===== config.mk =====
export PLATFORM = sky130hd
export DESIGN_NAME = debounce_pulse_gen
export DESIGN_NICKNAME = d
export VERILOG_FILES = /design/src/rtl/debounce_pulse_gen.sv
export SDC_FILE = /design/constraint.sdc
export NUM_CORES = 1
export LEC_CHECK = 0
export CELL_PAD_IN_SITES_DETAIL_PLACEMENT = 0
export CELL_PAD_IN_SITES_GLOBAL_PLACEMENT = 1
export CORE_MARGIN = 5
export CORE_UTILIZATION = 37
export DETAILED_ROUTE_END_ITERATION = 8
export GPL_TIMING_DRIVEN = 0
export PLACE_DENSITY = 0.76
export RECOVER_POWER = 25
export REMOVE_ABC_BUFFERS = 1
export SETUP_SLACK_MARGIN = 0.2
export SLEW_MARGIN = 0
export SYNTH_ARGS = -nofsm -noshare
export SYNTH_HDL_FRONTEND = slang
export SYNTH_SLANG_ARGS = --single-unit

===== constraint.sdc =====
create_clock -name clk -period 2.12 [get_ports clk]
set_clock_uncertainty 0.2 [all_clocks]
set_input_delay 0.212 -clock clk [delete_from_list [all_inputs] [get_ports clk]]
set_output_delay 0.212 -clock clk [all_outputs]
set_load 0.1 [all_outputs]

===== src/rtl/debounce_pulse_gen.sv =====
// Debounces a raw asynchronous input and emits one clock pulse per accepted rising edge.
// Also reports the debounced level and a saturating count of aborted qualifications.
//
//  state     | meaning
//  IDLE_LOW  | debounced level low, waiting for a high sample
//  RISE_WAIT | counting consecutive high samples toward acceptance
//  IDLE_HIGH | debounced level high, waiting for a low sample
//  FALL_WAIT | counting consecutive low samples toward acceptance
module debounce_pulse_gen #(
    parameter int DEBOUNCE_CYCLES = 4,
    parameter int CNT_W           = 3,
    parameter int GLITCH_W        = 8
) (
    input  logic                clk,
    input  logic                rst,
    input  logic                raw_in,
    input  logic                enable,
    output logic                pulse_out,
    output logic                level_out,
    output logic [GLITCH_W-1:0] glitch_cnt
);

    typedef enum logic [1:0] {
        IDLE_LOW  = 2'd0,
        RISE_WAIT = 2'd1,
        IDLE_HIGH = 2'd2,
        FALL_WAIT = 2'd3
    } state_t;

    localparam logic [CNT_W-1:0]    CNT_LAST   = CNT_W'(DEBOUNCE_CYCLES - 1);
    localparam logic [GLITCH_W-1:0] GLITCH_MAX = '1;

    state_t           state;
    logic [CNT_W-1:0] cnt;
    logic             sync_q1;
    logic             sync_q2;

    always_ff @(posedge clk) begin
        if (!rst) begin
            sync_q1    <= 1'b0;
            sync_q2    <= 1'b0;
            state      <= IDLE_LOW;
            cnt        <= '0;
            pulse_out  <= 1'b0;
            level_out  <= 1'b0;
            glitch_cnt <= '0;
        end else begin
            sync_q1   <= raw_in;
            sync_q2   <= sync_q1;
            // Pulse is only ever raised on the accepting edge below.
            pulse_out <= 1'b0;
            case (state)
                IDLE_LOW: begin
                    if (sync_q2) begin
                        state <= RISE_WAIT;
                        cnt   <= CNT_W'(1);
                    end else begin
                        cnt <= '0;
                    end
                end
                RISE_WAIT: begin
                    if (!sync_q2) begin
                        state <= IDLE_LOW;
                        cnt   <= '0;
                        if (glitch_cnt != GLITCH_MAX)
                            glitch_cnt <= glitch_cnt + 1'b1;
                    end else if (cnt == CNT_LAST) begin
                        state     <= IDLE_HIGH;
                        cnt       <= '0;
                        level_out <= 1'b1;
                        pulse_out <= enable;
                    end else begin
                        cnt <= cnt + 1'b1;
                    end
                end
                IDLE_HIGH: begin
                    if (!sync_q2) begin
                        state <= FALL_WAIT;
                        cnt   <= CNT_W'(1);
                    end
                end
                FALL_WAIT: begin
                    if (sync_q2) begin
                        state <= IDLE_HIGH;
                        cnt   <= '0;
                        if (glitch_cnt != GLITCH_MAX)
                            glitch_cnt <= glitch_cnt + 1'b1;
                    end else if (cnt == CNT_LAST) begin
                        state     <= IDLE_LOW;
                        cnt       <= '0;
                        level_out <= 1'b0;
                    end else begin
                        cnt <= cnt + 1'b1;
                    end
                end
                default: begin
                    state <= IDLE_LOW;
                    cnt   <= '0;
                end
            endcase
        end
    end

endmodule


==> qor.yml, run 1 <==
power:
  p_sw_uw: 139.7
  clockPowerShare_pct: 31.3
  combPwrFrac_pct: 8.4
  cellPowerDensity_nw_per_um2: 591.0
  ir_drop_uv: 339.5
  power.internal_uw: 409.7
  p_leak_nw: 0.3284
  p_sw_share_pct: 25.43
  p_seq_share_pct: 60.2
placement:
  io_buffers: 13
  hpwl_um: 1072
  place_congestion: 0.6902
  dp_cells: 119
  dpl_cell_area_um2: 899.6
grt:
  track_usage_pct: 10.31
  grt_pass1_vias: 612
  antenna_found_initial: 0
  grt_pass1_wl_um: 2628
  grt_overflow: 0
  grt_max_degree: 14
cts:
  ctsRootBufferMaster: "clkbuf_4"
  clk_pin_slew_ns: 0.10
  clock_path_buffers: 2
  h-tree-depth: 1
  cts_setup_buffers: 0
  cts_buffers: 3
  clock-sinks: 17
  cts_tree: "yes"
  clk_latency_ns: 0.29
yosys:
  synthXorXnorAreaFrac_pct: 5.816
  synth_cell_type_count: 31
  ys_seq_elements: 17
  yosysWarnings: 0
  synth_compound_area_share_pct: 17.29
  synth-edff-count: 0
  muxShareOfSynthArea_pct: 1.292
  synth_top_family_by_area: "simple AND/OR/NAND/NOR gates"
  synth_adder_area_share_pct: 3.231
  ys.flop_type: "dfxtp_1"
  avgSynthCellArea_um2: 9.220
  synthSimpleGateAreaFrac_pct: 21.49
  async_flop_share_pct: 0
  synth_cells: 84
  synth_area_leader_cell: "dfxtp_1"
  synthTopCellsByArea: "dfxtp_1 (44%), a21oi_1 (5.8%), xnor2_4 (3.6%)"
  yosysTopAreaCellShare_pct: 43.94
  synthesis.area_um2: 774.5
  yosysSeqAreaShare_pct: 43.94
worst_setup_path:
  crit_type: "flip-flop to output pin"
  cpMaxStageDelayCell: "clkdlybuf4s15_1"
  cp_max_fo: 1
  worstSetupStartpointType: "flip-flop"
  cp_num_buf_inv: 1
  critPathArrivalTime_ns: 1.44
  path_cells: "clkdlybuf4s15_1"
  critical_path_required_ns: 1.71
  end_kind: "output pin"
  critPathMaxStageDelay_ns: 0.82
  crit_family: "buffers and inverters"
timing:
  max_slew.worst_pin.slew_ns: 0.9515
  whs_ns: 0.2401
  post-route-min-period_ns: 1.848
  rsz0062_at_grt: "no"
  fin_crit_sh_pct: 87.19
  final-setup-viol-count: 0
  fin_tns_setup_ns: 0
  fmax_ghz: 0.5410
  maxSlewViolCount: 0
  maxSlewHeadroom_pct: 36.82
  hold_violations: 0
finish:
  diodes: 0
  fin_nets: 103
  final_util_pct: 46.91
  instances_no_fill: 123
  final_common_cell: "dfxtp_1"
  final_cell_area_um2: 929.6
  drive_gt1_share_pct: 17.71
  area_delta_synth_final_pct: 20.03
  mostFrequentLayoutCells: "dfxtp_1 (16), a21oi_1 (9), nand2_1 (7)"
die:
  row_count: 16
  start_util_pct: 39.08
  die_w_um: 55.75
  die_y_um: 55.75
  coreArea_um2: 1982
  ioPinCount: 14
  die_area_um2: 3108
route:
  wl_um: 1510
  postRouteAntennaNets: 0
  dr_total_vias: 649
  wl_per_cell_um: 12.28
  drt-initial-drc-count: 16
  drc_errors: 0
  vias_per_cell: 5.276
  dr.pass1.iters: 4
run:
  drv_cap: 0
worst_hold_path:
  min_path_type: "flip-flop to flip-flop"
run_status:
  status: "completed"
metrics by stage:
step / setup slack, ns / total power, mW
floorplan: -0.2532 / 0.3711
detailed placement: 0.1232 / 0.3867
global placement: 0.1207 / 0.3861
global route: 0.1813 / 0.5819
finish: 0.2716 / 0.5494
CTS: 0.07289 / 0.5596
synth_stat cells, drive strengths merged, types with 2 or more instances:
| cell | n |
|---|---|
| a21oi | 9 |
| and2 | 2 |
| buf | 3 |
| clkbuf | 2 |
| dfxtp | 17 |
| ha | 2 |
| inv | 4 |
| nand2 | 7 |
| nand3 | 3 |
| nand4 | 2 |
| nor2 | 4 |
| nor3 | 4 |
| o21ai | 4 |
| o31ai | 2 |
| or3 | 3 |
| or4 | 2 |
| xor2 | 2 |
routing by layer:
metal  GRT usage, %  up-vias  wire, um
li1               -      332         -
met1          12.66      302       696
met2          16.55       13       728
met3          3.016        2        71
met4          4.514        0        13
met5              0        -         0
flip-flops by register name (all words and copies together), names as in the netlist, named ones only:
signal      count
sync_q1         1
glitch_cnt      8
sync_q2         1
state           1
level_out       1
cnt             3
pulse_out       1
power by group through the flow:
stage	logic [mW]	clock network, mW	registers [mW]
final	0.0464	0.172	0.331
after global routing	0.0499	0.200	0.332
after CTS	0.0478	0.181	0.331
after detailed placement	0.0488	0	0.338
after global placement	0.0482	0	0.338
after floorplan	0.0153	0	0.356
logic make-up (layout without fill, tap and decap cells):
kind of cell,after synthesis,after routing
and+or+nand+nor,31,31
AOI/OAI and AO/OA,21,21
DFF,17,17
buffers and inverters,9,21
xor gates and xnor gates,3,3
adders and majority gates,2,2
muxes,1,1
final cells by class:
class,instances,area [um2]
fillers,201,1052
multi-input cells,58,389.1
clock buffers,3,22.52
flip-flops and latches,17,341.6
inverters,4,15.01
repair buffers,13,122.6
well taps,27,33.78
clock inverters,1,5.005
final timing paths:
kind | slack (ns) | depth (start not counted) | end | from
max reg2reg | 0.36 | 4 | glitch_cnt[7] | flip-flop
max | 0.27 | 1 | pulse_out | pulse_out
min | 0.24 | 1 | sync_q2 | sync_q1
min reg2reg | 0.24 | 1 | sync_q2 | sync_q1
what timing repair did:
item | in CTS | in global routing
hold buffers | 0 | 0
pin swaps | 0 | 0
gates resized for setup | 24 | 8
hold endpoints to repair | 0 | 0
setup endpoints to repair | 10 | 9
Power figures use the tool's default switching activity.
==> run 2, diff against run 1 <==
--- a/config.mk
+++ b/config.mk
@@ -7,14 +7,13 @@
 export LEC_CHECK = 0
 export CELL_PAD_IN_SITES_DETAIL_PLACEMENT = 0
 export CELL_PAD_IN_SITES_GLOBAL_PLACEMENT = 1
-export CORE_MARGIN = 5
+export CORE_MARGIN = 1
 export CORE_UTILIZATION = 37
 export DETAILED_ROUTE_END_ITERATION = 8
 export GPL_TIMING_DRIVEN = 0
 export PLACE_DENSITY = 0.76
 export RECOVER_POWER = 25
 export REMOVE_ABC_BUFFERS = 1
-export SETUP_SLACK_MARGIN = 0.2
 export SLEW_MARGIN = 0
 export SYNTH_ARGS = -nofsm -noshare
 export SYNTH_HDL_FRONTEND = slang
==> qor.yml, run 2 (synthesized netlist as in run 1, its figures left out) <==
die:
  coreArea_um2: 1962
  die_w_um: 47.75
  ioPinCount: 14
  die_y_um: 47.75
  row_count: 16
  die_area_um2: 2280
  start_util_pct: 39.48
grt:
  grt_max_degree: 14
  grt_pass1_wl_um: 2242
  grt_pass1_vias: 520
  track_usage_pct: 14.27
  antenna_found_initial: 0
  grt_overflow: 0
placement:
  place_congestion: 0.7072
  io_buffers: 13
  dp_cells: 119
  hpwl_um: 982.6
worst_setup_path:
  rrSetupSlack_ns: 0.24
  path_cells: "dlygate4sd2_1"
  cp_num_buf_inv: 1
  critPathArrivalTime_ns: 1.61
  crit_family: "buffers and inverters"
  critPathMaxStageDelay_ns: 0.88
  crit_type: "flip-flop to output pin"
  reg2reg_depth: 4
  worstReg2RegEnd: "glitch_cnt[5]"
  r2r-start: "sync_q2"
  end_kind: "output pin"
  cpMaxStageDelayCell: "dlygate4sd2_1"
  cp_max_fo: 7
  critical_path_required_ns: 1.71
  worstSetupStartpointType: "flip-flop"
timing:
  whs_ns: 0.2441
  maxSlewViolCount: 0
  fin_crit_sh_pct: 95.31
  maxSlewHeadroom_pct: 36.60
  final-setup-viol-count: 0
  post-route-min-period_ns: 2.021
  hold_violations: 0
  fin_tns_setup_ns: 0
  fmax_ghz: 0.4949
  max_slew.worst_pin.slew_ns: 0.9549
  rsz0062_at_grt: "no"
finish:
  mostFrequentLayoutCells: "dfxtp_1 (17), dlygate4sd2_1 (10), a21oi_1 (9)"
  final-seq-area_um2: 340.3
  final_common_cell: "dfxtp_1"
  area_delta_synth_final_pct: 18.09
  diodes: 0
  top_regs: "glitch_cnt x8, cnt x3"
  drive_gt1_share_pct: 7.292
  fillers: 224
  regMostFlops: "glitch_cnt"
  fin_nets: 103
  multi_input_area_um2: 380.4
  instances_no_fill: 123
  largest_reg_flops: 8
  final_util_pct: 46.62
route:
  drc_errors: 0
  dr.pass1.iters: 4
  vias_per_cell: 5.203
  postRouteAntennaNets: 0
  drt-initial-drc-count: 8
  wl_um: 1425
  wl_per_cell_um: 11.59
  dr_total_vias: 640
power:
  cellPowerDensity_nw_per_um2: 601.8
  p_seq_share_pct: 60.1
  clockPowerShare_pct: 31.6
  ir_drop_uv: 298.4
  p_leak_nw: 0.3685
  p_sw_share_pct: 25.61
  p_sw_uw: 141.0
  power.internal_uw: 409.4
  combPwrFrac_pct: 8.3
cts:
  clk_latency_ns: 0.29
  clock_path_buffers: 2
  h-tree-depth: 1
  clock-sinks: 17
  clk_pin_slew_ns: 0.10
  cts_buffers: 3
  cts_setup_buffers: 0
  ctsRootBufferMaster: "clkbuf_4"
  cts_tree: "yes"
worst_hold_path:
  whs_endpoint: "sync_q2"
  hold_depth: 1
  min_from: "sync_q1"
  min_path_type: "flip-flop to flip-flop"
run:
  drv_cap: 0
run_status:
  status: "completed"
[run 2: cell types whose count changed in the layout (fill, tap and decap cells not counted)]
cell,previous run,this run
clkdlybuf4s15_1,1,0
dlygate4sd2_1,0,10
o211ai_2,0,1
clkdlybuf4s15_2,6,0
dfxtp_1,16,17
clkbuf_2,3,0
dfxtp_2,1,0
o211ai_4,1,0
[run 2: layer usage]
metal / GRT usage (%) / part of all wire, % / vias to the layer above / wire length (um)
met5: 0 / 0 / - / 0
met4: 6.667 / 0.63 / 0 / 9
met3: 3.396 / 3.8 / 2 / 54
met2: 22.16 / 45 / 11 / 640
met1: 18.66 / 51 / 298 / 720
li1: - / - / 329 / -
[run 2: layout make-up]
cell class / instances / area share (%)
clock buffers: 3 / 2.462
inverters: 4 / 1.642
well taps: 27 / 3.694
clock inverters: 1 / 0.5472
flip-flops and latches: 17 / 37.21
repair buffers: 13 / 12.86
multi-input cells: 58 / 41.59
[run 2: per-stage QoR]
step           total power [mW]  setup WS, ns  area (um2)
2_1_floorplan            0.3711       -0.2532       735.7
3_3_place_gp             0.3860        0.1303       899.6
3_5_place_dp             0.3864        0.1309       899.6
4_1_cts                  0.5623       0.08363       914.6
5_1_grt                  0.5832       0.02924       914.6
6_report                 0.5504       0.09945       914.6
[run 2: power by group through the flow]
stage	sequential [mW]	combinational, mW	clock (mW)
floorplan	0.356	0.0153	0
global placement	0.338	0.0481	0
detailed placement	0.338	0.0484	0
CTS	0.331	0.0467	0.185
global route	0.332	0.0501	0.201
finish	0.331	0.0458	0.174
[run 2: worst max path at each step]
stage	start	end	slack, ns	cells after the start
after CTS	glitch_cnt[2]	glitch_cnt[2]	0.08	1
after detailed placement	glitch_cnt[3]	glitch_cnt[3]	0.13	1
after global routing	glitch_cnt[3]	glitch_cnt[3]	0.03	1
after global placement	glitch_cnt[3]	glitch_cnt[3]	0.13	1
final	glitch_cnt[2]	glitch_cnt[2]	0.1	1
after floorplan	glitch_cnt[0]	glitch_cnt[1]	-0.25	5
[run 2: timing repair]
action | CTS | global route
gates resized for setup | 10 | 0
hold buffers | 0 | 0
setup endpoints to repair | 10 | 0
==> run 3, diff against run 2 <==
--- a/config.mk
+++ b/config.mk
@@ -14,7 +14,6 @@
 export PLACE_DENSITY = 0.76
 export RECOVER_POWER = 25
 export REMOVE_ABC_BUFFERS = 1
-export SLEW_MARGIN = 0
 export SYNTH_ARGS = -nofsm -noshare
 export SYNTH_HDL_FRONTEND = slang
 export SYNTH_SLANG_ARGS = --single-unit
==> results of run 3 <==
No change in the layout: final DEF, timing and power equal those of run 2.
